### src/rtl/load_store_unit_pkg.sv
// Shared encodings for the load/store unit: request ops, memory mux selects, FSM states, exception codes.
// Latency: none (types, constants and pure helper functions only).
// Backpressure: not applicable.
package load_store_unit_pkg;

  typedef enum logic [2:0] {
    OP_LW  = 3'b000,
    OP_LH  = 3'b001,
    OP_LHU = 3'b010,
    OP_LB  = 3'b011,
    OP_LBU = 3'b100,
    OP_SW  = 3'b101,
    OP_SH  = 3'b110,
    OP_SB  = 3'b111
  } lsu_op_e;

  localparam logic [1:0] S_MUX_WORD = 2'b00;
  localparam logic [1:0] S_MUX_HALF = 2'b01;
  localparam logic [1:0] S_MUX_BYTE = 2'b10;

  localparam logic [2:0] L_MUX_LW  = 3'b000;
  localparam logic [2:0] L_MUX_LH  = 3'b001;
  localparam logic [2:0] L_MUX_LHU = 3'b010;
  localparam logic [2:0] L_MUX_LB  = 3'b011;
  localparam logic [2:0] L_MUX_LBU = 3'b100;

  typedef enum logic [1:0] {
    ST_IDLE   = 2'b00,
    ST_ACCESS = 2'b01,
    ST_RESP   = 2'b10
  } lsu_state_e;

  localparam logic [4:0] EXC_ADEL = 5'd4;
  localparam logic [4:0] EXC_ADES = 5'd5;

  function automatic logic op_is_store(input lsu_op_e op);
    return (op == OP_SW) || (op == OP_SH) || (op == OP_SB);
  endfunction

  // Stores only; loads leave the store mux at its idle value.
  function automatic logic [1:0] op_s_mux(input lsu_op_e op);
    case (op)
      OP_SH:   return S_MUX_HALF;
      OP_SB:   return S_MUX_BYTE;
      default: return S_MUX_WORD;
    endcase
  endfunction

  // Loads only; stores leave the load mux at its idle value.
  function automatic logic [2:0] op_l_mux(input lsu_op_e op);
    case (op)
      OP_LH:   return L_MUX_LH;
      OP_LHU:  return L_MUX_LHU;
      OP_LB:   return L_MUX_LB;
      OP_LBU:  return L_MUX_LBU;
      default: return L_MUX_LW;
    endcase
  endfunction

endpackage

### src/rtl/lsu_addr_check.sv
// Address checker: alignment and data-memory window test for one request, plus window offset.
// Latency: purely combinational.
// Backpressure: none; evaluated every cycle on whatever the requester presents.
// Ports: op/addr in; fault (address error), exc_code (AdEL/AdES or 0), offset (addr - DMEM_BASE) out.
module lsu_addr_check
  import load_store_unit_pkg::*;
#(
  parameter logic [31:0] DMEM_BASE  = 32'h1001_0000,
  parameter int unsigned DMEM_BYTES = 4096
) (
  input  lsu_op_e     op,
  input  logic [31:0] addr,
  output logic        fault,
  output logic [4:0]  exc_code,
  output logic [31:0] offset
);

  localparam logic [31:0] WINDOW_BYTES = 32'(DMEM_BYTES);

  logic misaligned;
  logic out_of_window;

  // Modulo-2^32 subtraction: addresses below the base wrap high and land outside the window.
  assign offset = addr - DMEM_BASE;
  assign out_of_window = (offset >= WINDOW_BYTES);

  always_comb begin
    misaligned = 1'b0;
    case (op)
      OP_LW, OP_SW:         misaligned = (addr[1:0] != 2'b00);
      OP_LH, OP_LHU, OP_SH: misaligned = addr[0];
      default:              misaligned = 1'b0;
    endcase
  end

  assign fault    = misaligned || out_of_window;
  assign exc_code = !fault ? 5'd0 : (op_is_store(op) ? EXC_ADES : EXC_ADEL);

endmodule

### src/rtl/load_store_unit.sv
// Load/store unit: accepts one CPU memory request, drives the data memory for one cycle, returns a response pulse.
// Latency: legal access responds 2 cycles after acceptance, faulting access 1 cycle; one request per 3 cycles.
// Backpressure: req_ready high only in IDLE; requester holds req_valid until accepted.
// Ports: clk/rst; req_* request channel; resp_*/badvaddr response; dmem_* synchronous data-memory port.
module load_store_unit
  import load_store_unit_pkg::*;
#(
  parameter logic [31:0] DMEM_BASE  = 32'h1001_0000,
  parameter int unsigned DMEM_BYTES = 4096
) (
  input  logic        clk,
  input  logic        rst,
  input  logic        req_valid,
  output logic        req_ready,
  input  logic [2:0]  req_op,
  input  logic [31:0] req_addr,
  input  logic [31:0] req_wdata,
  output logic        resp_valid,
  output logic [31:0] resp_rdata,
  output logic        resp_exc,
  output logic [4:0]  resp_exc_code,
  output logic [31:0] badvaddr,
  output logic        dmem_wena,
  output logic [1:0]  dmem_s_mux,
  output logic [2:0]  dmem_l_mux,
  output logic [31:0] dmem_addr,
  output logic [31:0] dmem_wdata,
  input  logic [31:0] dmem_rdata
);

  lsu_state_e  state;
  lsu_op_e     op_q;
  lsu_op_e     req_op_e;
  logic        fault;
  logic [4:0]  exc_code;
  logic [31:0] offset;

  assign req_op_e  = lsu_op_e'(req_op);
  assign req_ready = (state == ST_IDLE);

  lsu_addr_check #(
    .DMEM_BASE  (DMEM_BASE),
    .DMEM_BYTES (DMEM_BYTES)
  ) u_addr_check (
    .op       (req_op_e),
    .addr     (req_addr),
    .fault    (fault),
    .exc_code (exc_code),
    .offset   (offset)
  );

  // The dmem_* outputs are registers loaded at acceptance and cleared leaving ACCESS,
  // so they are non-zero only during ACCESS and reset drops them (notably wena) at once.
  always_ff @(posedge clk or posedge rst) begin
    if (rst) begin
      state         <= ST_IDLE;
      op_q          <= OP_LW;
      resp_valid    <= 1'b0;
      resp_rdata    <= '0;
      resp_exc      <= 1'b0;
      resp_exc_code <= '0;
      badvaddr      <= '0;
      dmem_wena     <= 1'b0;
      dmem_s_mux    <= S_MUX_WORD;
      dmem_l_mux    <= L_MUX_LW;
      dmem_addr     <= '0;
      dmem_wdata    <= '0;
    end else begin
      case (state)
        ST_IDLE: begin
          if (req_valid) begin
            op_q <= req_op_e;
            if (fault) begin
              // Memory is never touched; the response carries the exception immediately.
              state         <= ST_RESP;
              resp_valid    <= 1'b1;
              resp_rdata    <= '0;
              resp_exc      <= 1'b1;
              resp_exc_code <= exc_code;
              badvaddr      <= req_addr;
            end else begin
              state      <= ST_ACCESS;
              dmem_wena  <= op_is_store(req_op_e);
              dmem_s_mux <= op_s_mux(req_op_e);
              dmem_l_mux <= op_l_mux(req_op_e);
              dmem_addr  <= offset;
              dmem_wdata <= req_wdata;
            end
          end
        end
        ST_ACCESS: begin
          state         <= ST_RESP;
          resp_valid    <= 1'b1;
          resp_rdata    <= op_is_store(op_q) ? 32'd0 : dmem_rdata;
          resp_exc      <= 1'b0;
          resp_exc_code <= '0;
          badvaddr      <= '0;
          dmem_wena     <= 1'b0;
          dmem_s_mux    <= S_MUX_WORD;
          dmem_l_mux    <= L_MUX_LW;
          dmem_addr     <= '0;
          dmem_wdata    <= '0;
        end
        ST_RESP: begin
          state      <= ST_IDLE;
          resp_valid <= 1'b0;
        end
        default: begin
          state      <= ST_IDLE;
          resp_valid <= 1'b0;
        end
      endcase
    end
  end

endmodule

### config.mk
export PLATFORM = sky130hd
export DESIGN_NAME = load_store_unit
export DESIGN_NICKNAME = d
export VERILOG_FILES = /design/src/rtl/load_store_unit_pkg.sv /design/src/rtl/lsu_addr_check.sv /design/src/rtl/load_store_unit.sv
export SDC_FILE = /design/constraint.sdc
export NUM_CORES = 1
export LEC_CHECK = 0
export ABC_CLOCK_PERIOD_IN_PS = 5900
export CORE_ASPECT_RATIO = 0.6
export CORE_MARGIN = 10
export CORE_UTILIZATION = 43
export CTS_BUF_LIST = sky130_fd_sc_hd__clkbuf_4 sky130_fd_sc_hd__clkbuf_8 sky130_fd_sc_hd__clkbuf_16
export CTS_CLUSTER_DIAMETER = 100
export DETAILED_ROUTE_END_ITERATION = 8
export GPL_TIMING_DRIVEN = 0
export PLACE_DENSITY = 0.81
export RECOVER_POWER = 100
export SETUP_SLACK_MARGIN = 0.2
export SYNTH_ARGS = -nofsm -noshare
export SYNTH_HDL_FRONTEND = slang
export SYNTH_SLANG_ARGS = --single-unit
### constraint.sdc
create_clock -name clk -period 5.9 [get_ports clk]
set_input_delay 1.18 -clock clk [delete_from_list [all_inputs] [get_ports clk]]
set_output_delay 1.18 -clock clk [all_outputs]
set_load 0.05 [all_outputs]
Word-level counts from Yosys, hierarchy flattened
Index checks and enable logic that the tools add are counted.

Magnitude comparators: 1. Add/sub/neg operators: 1. Equal/unequal tests: 14. Reductions and logical operators: 15. Muxes and demuxes: 36.

Operators with widths (number): 2-to-1 mux 32 bit (9); case mux 32 bit (2 select lines) (4); greater-or-equal comparator 32 x 13 -> 1 bit, second input constant (1); subtractor 32 x 29 -> 32 bit, second input constant (1); equality test 3 bit, second input constant (7); case mux 2 bit (2 select lines) (3); case mux 3 bit (4 select lines) (1); 2-to-1 mux 5 bit (2); case mux 5 bit (2 select lines) (1); 2-to-1 mux 2 bit (4); case mux 1 bit (2 select lines) (4); equality test 3 x 2 -> 1 bit, second input constant (2); 2-to-1 mux 3 bit (2); case mux 3 bit (2 select lines) (1); AND reduction 3 bit (2); logical OR 1 bit (5); 2-to-1 mux 1 bit (5); inequality test 2 bit, second input constant (2); AND reduction 2 bit (2); nonzero test 2 bit (2); equality test 3 x 1 -> 1 bit, second input constant (1); logical NOT 3 bit (1); OR reduction 3 bit (1); equality test 2 x 1 -> 1 bit, second input constant (1); other kinds (3) (3).

Word-level logic and storage cells: 79. Input port bits: 102. Bits in registers: 146. Output and inout bits: 142.

Longest topological paths before layout
Depth in word-level cells: 7. Gate-level depth with buffers: 11. Gate-level depth less buffers: 9.

Hierarchy
Synthesis repeated with hierarchy kept, for this count alone.

Cell total of the unflattened synthesis: 454. Area, all modules: 6014.5 um^2.

Modules (own cells, without submodules): load_store_unit (times used 1, sequential area each 3653.5 um^2, cells an instance 338, area each 5231.3 um^2); lsu_addr_check (times used 1, sequential area each 0.0 um^2, cells an instance 116, area each 783.3 um^2).

Worst setup path after synthesis
No wires, ideal clock.

Kind: input to register. Start: input port req_addr[17]. End: register resp_exc_code[0]. Setup time: 0.121 ns. Arrival time: 3.117 ns. Buffers on the path: 2. Path slack: 2.662 ns. Cell stages on the path: 9. Required time: 5.779 ns. Cell sequence: nor4_4 -> nand4_1 -> xor2_1 -> a32oi_4 -> or3_1 -> buf_6 -> and2_4 -> buf_8 -> a22o_1.

Cells in the longest elaborated chain, start to end: 5.

Ends and longest elaborated chain: from (decl) (line load_store_unit.sv:16) `input logic [31:0] req_addr,`; subtractor 32 x 29 -> 32 bit (line lsu_addr_check.sv:24) `assign offset = addr - DMEM_BASE;`; greater-or-equal comparator 32 x 13 -> 1 bit (line lsu_addr_check.sv:25) `assign out_of_window = (offset >= WINDOW_BYTES);`; logical OR 1 bit (line lsu_addr_check.sv:36) `assign fault = misaligned || out_of_window;`; inequality test 2 x 1 -> 1 bit (no source line); AND reduction 3 bit (no source line); to (signal assigned) (line load_store_unit.sv:79) `resp_exc_code <= exc_code;`; to (decl) (line load_store_unit.sv:21) `output logic [4:0] resp_exc_code,`.

No other way between the ends. A chain may end at the register's enable or synchronous reset.

Worst setup path in the final report
Start: input port req_addr[20]. End: register dmem_wdata[18].

Cells in the longest elaborated chain, start to end: 5.

Ends and longest elaborated chain: subtractor 32 x 29 -> 32 bit (line lsu_addr_check.sv:24); greater-or-equal comparator 32 x 13 -> 1 bit (line lsu_addr_check.sv:25); logical OR 1 bit (line lsu_addr_check.sv:36); inequality test 2 bit (no source line); AND reduction 3 bit (no source line); to (signal assigned) (line load_store_unit.sv:87) `dmem_wdata <= req_wdata;`; to (decl) (line load_store_unit.sv:27) `output logic [31:0] dmem_wdata,`.

No other way between the ends.

==> impl_metrics.csv <==
group,metric,value,unit
status,outcome,"finished with violations",
status,violations,"capacitance limit, slew limit",
logic_synthesis,syn_area_per_cell,13.5,sq um
cells_and_area,stdcell_count,875,
clock_network,cts-root-buf,"clkbuf_16",
worst_setup_path,worstPathRequired,6.18,ns
clock_network,h-tree-depth,4,
placement,portBuffers,240,
cells_and_area,drive_above_1_share,7.53,%
floorplan,dieArea,18700,sq um
timing,maxSlewViolCount,67,
placement,hpwl,14500,microns
logic_synthesis,yosys-top-cells-area,"dfrtp_1 (61%), a22o_1 (15%), o311ai_4 (3.6%)",
worst_setup_path,cp-end-kind,"register",
worst_setup_path,path_max_fanout,10,
logic_synthesis,synth_common_cells,"dfrtp_1 (142), a22o_1 (101), and2_1 (18)",
detailed_routing,met1_length,8130,microns
floorplan,ios,244,
floorplan,start_util,44.5,%
logic_synthesis,ys_seq_area_share,61.3,%
clock_network,clk_latency,0.40,ns
worst_setup_path,worst_setup_path_start_kind,"input port",
detailed_routing,via_per_inst,5.38,
worst_setup_path,worstPathCellList,"dlygate4sd3_1 > nor4_4 > nand4_1 > xor2_1 > a32oi_1 > nor4_1 > o21bai_1 > clkbuf_1 > buf_6 > a22o_1",
logic_synthesis,yosysTopAreaCellShare,61.3,%
detailed_routing,wire_per_inst,21.5,microns
timing,period_share,80.4,%
timing,rsz0062_at_grt,"no",
clock_network,cts_resized,0,
clock_network,clock_path_buffers,2,
floorplan,die_w,170,microns
placement,dpl_cell_area,8450,sq um
worst_setup_path,crit_type,"input port to register",
cells_and_area,area_growth,53.8,%
timing,fin_skew,0.0141,ns
worst_setup_path,slowest_delay,0.94,ns
grt,track_usage,20.0,%
floorplan,die_h,110,microns
clock_network,cts_made_buffers,17,
detailed_routing,postRouteWirelength,18900,microns
logic_synthesis,yosysMostFrequentCell,"dfrtp_1",
logic_synthesis,ys_types,53,
run,maxCapViolCount,1,
grt,antenna_found_initial,1,
cells_and_area,fill_cells,939,
pwr,power_density,293,nW/um^2
timing,worst_slew_pin_slew,2.96,ns
detailed_routing,wl_met2,8700,microns
logic_synthesis,synth_edf_count,0,
detailed_routing,top_layer_used,"met4",
detailed_routing,drtIter0Drc,403,
detailed_routing,wl_met3,1910,microns
clock_network,clk_pin_slew,0.06,ns
logic_synthesis,ys_ff_latch,142,
clock_network,cts_setup_buffers,0,
clock_network,cts_sinks,142,
pwr,max-vdd-ir-drop,0.180,mV
timing,tns,0,ns
grt,grt_pass1_vias,5030,
grt,grt_max_degree,77,
timing,maxSlewHeadroom,-98.4,%
cells_and_area,final_area,8910,sq um
placement,dp_cells,843,
detailed_routing,firstDrtPassIters,4,
clock_network,cts_hold_buf,0,
logic_synthesis,ys.flop_type,"dfrtp_1",
logic_synthesis,netlist_area,5790,sq um
detailed_routing,vias,4709,
placement,gp_congestion,0.871,
floorplan,core_area,13000,sq um
timing,setup_viol,0,
detailed_routing,ant_nets,0,
worst_setup_path,slowest_stage,"nor4_1",
grt,grt.overflow.total,0,
logic_synthesis,yosysTopAreaCell,"dfrtp_1",
timing,finalHoldViolCount,0,
detailed_routing,drc,0,
logic_synthesis,yosysWarnings,0,
cells_and_area,final_net_count,796,
logic_synthesis,synthArstFlopShare,100,%
pwr,p_leak,4.30,nW
grt,grt_first_pass_wirelength,29100,microns
timing,fmax,211,MHz
timing,period_minus_slack,4.74,ns
hold_path,min_path_type,"register to register",
floorplan,rows,32,
logic_synthesis,syn_inst,430,
cells_and_area,utilization,68.5,%
worst_setup_path,cp.arrival,5.02,ns
clock_network,cts_tree,"yes",
## path summary, 6_finish.rpt
kind	startpoint	endpoint	slack (ns)	cells past startpoint
worst max-delay path	req_addr[20]	dmem_wdata[18]	1.16	10
worst min-delay path	dmem_addr[28]	dmem_addr[28]	0.48	1
worst max register to register	state[0]	dmem_wdata[23]	3.48	7
worst min register to register	dmem_addr[28]	dmem_addr[28]	0.48	1
max in group asynchronous	rst	dmem_addr[14]	2.47	2
min in group asynchronous	rst	dmem_wdata[0]	2.08	2
## layout by cell type, fill, tap and decap left out, types with 4 or more instances in the layout
master and n:
dfrtp_1 142, dlygate4sd3_1 142, a22o_1 101, clkdlybuf4s50_1 98, clkbuf_1 26, clkbuf_16 17
inv_1 16, nand2_1 16, nor2_1 13, nand4_1 13, and2_0 11, and2_1 8
o311ai_0 6, nor3_1 5, a21oi_1 5, bufinv_16 5, nor4_1 4, o21ai_0 4
buf_4 4
## final cells by class
class | count | area (sq um) | area share [%]
diodes | 1 | 2.50 | 0.0281
multi-input cells | 237 | 1830 | 20.5
flip-flops and latches | 142 | 3550 | 39.9
clock inverters | 12 | 209 | 2.35
inverters | 18 | 68.8 | 0.772
plain buffers | 35 | 165 | 1.85
clock buffers | 19 | 440 | 4.94
well taps | 170 | 213 | 2.39
repair buffers | 241 | 2430 | 27.3
## state kept, by name (all words and copies together) (netlist names), 2 cells and up
register	count
badvaddr	32
dmem_addr	32
dmem_wdata	32
resp_rdata	32
dmem_l_mux	3
op_q	3
dmem_s_mux	2
resp_exc_code	2
state	2
## through the flow
stage               hold WS, ns  setup slack, ns  total power [W]
finish                    0.478             1.16          0.00261
global route              0.502            0.956          0.00270
CTS                       0.489             1.98          0.00267
detailed placement        0.470             1.57          0.00150
global placement          0.468           -0.812          0.00148
floorplan                 0.450            0.910          0.00130
## logic make-up (layout without fill, tap and decap cells)
family	count (synthesis)	in the layout	synth area share (%)
and+or+nand+nor	89	89	9.57
other	1	4	0.0647
xor gates and xnor gates	3	3	0.454
muxes	1	1	0.194
buffers and inverters	53	325	4.86
DFF	142	142	61.3
AOI/OAI and AO/OA	139	139	23.1
adders and majority gates	2	2	0.432
## worst max-delay path: cells and delay by family
| kind | cells | cell delay (ns) |
|---|---|---|
| compound gates | 3 | 0.77 |
| xor+xnor | 1 | 0.22 |
| buf+inv | 3 | 1.30 |
| simple gates | 3 | 1.54 |
## where the power goes
group	internal [W]	switching, W
Sequential	0.00101	0.0000245
Clock	0.000764	0.000409
Combinational	0.000152	0.000252
## per-layer routing
metal / up-vias / track usage, %
li1: 2136 / -
met1: 2388 / 25.1
met2: 177 / 31.5
met3: 8 / 8.38
met4: 0 / 5.17
met5: - / 0
Power figures use the tool's default switching activity.
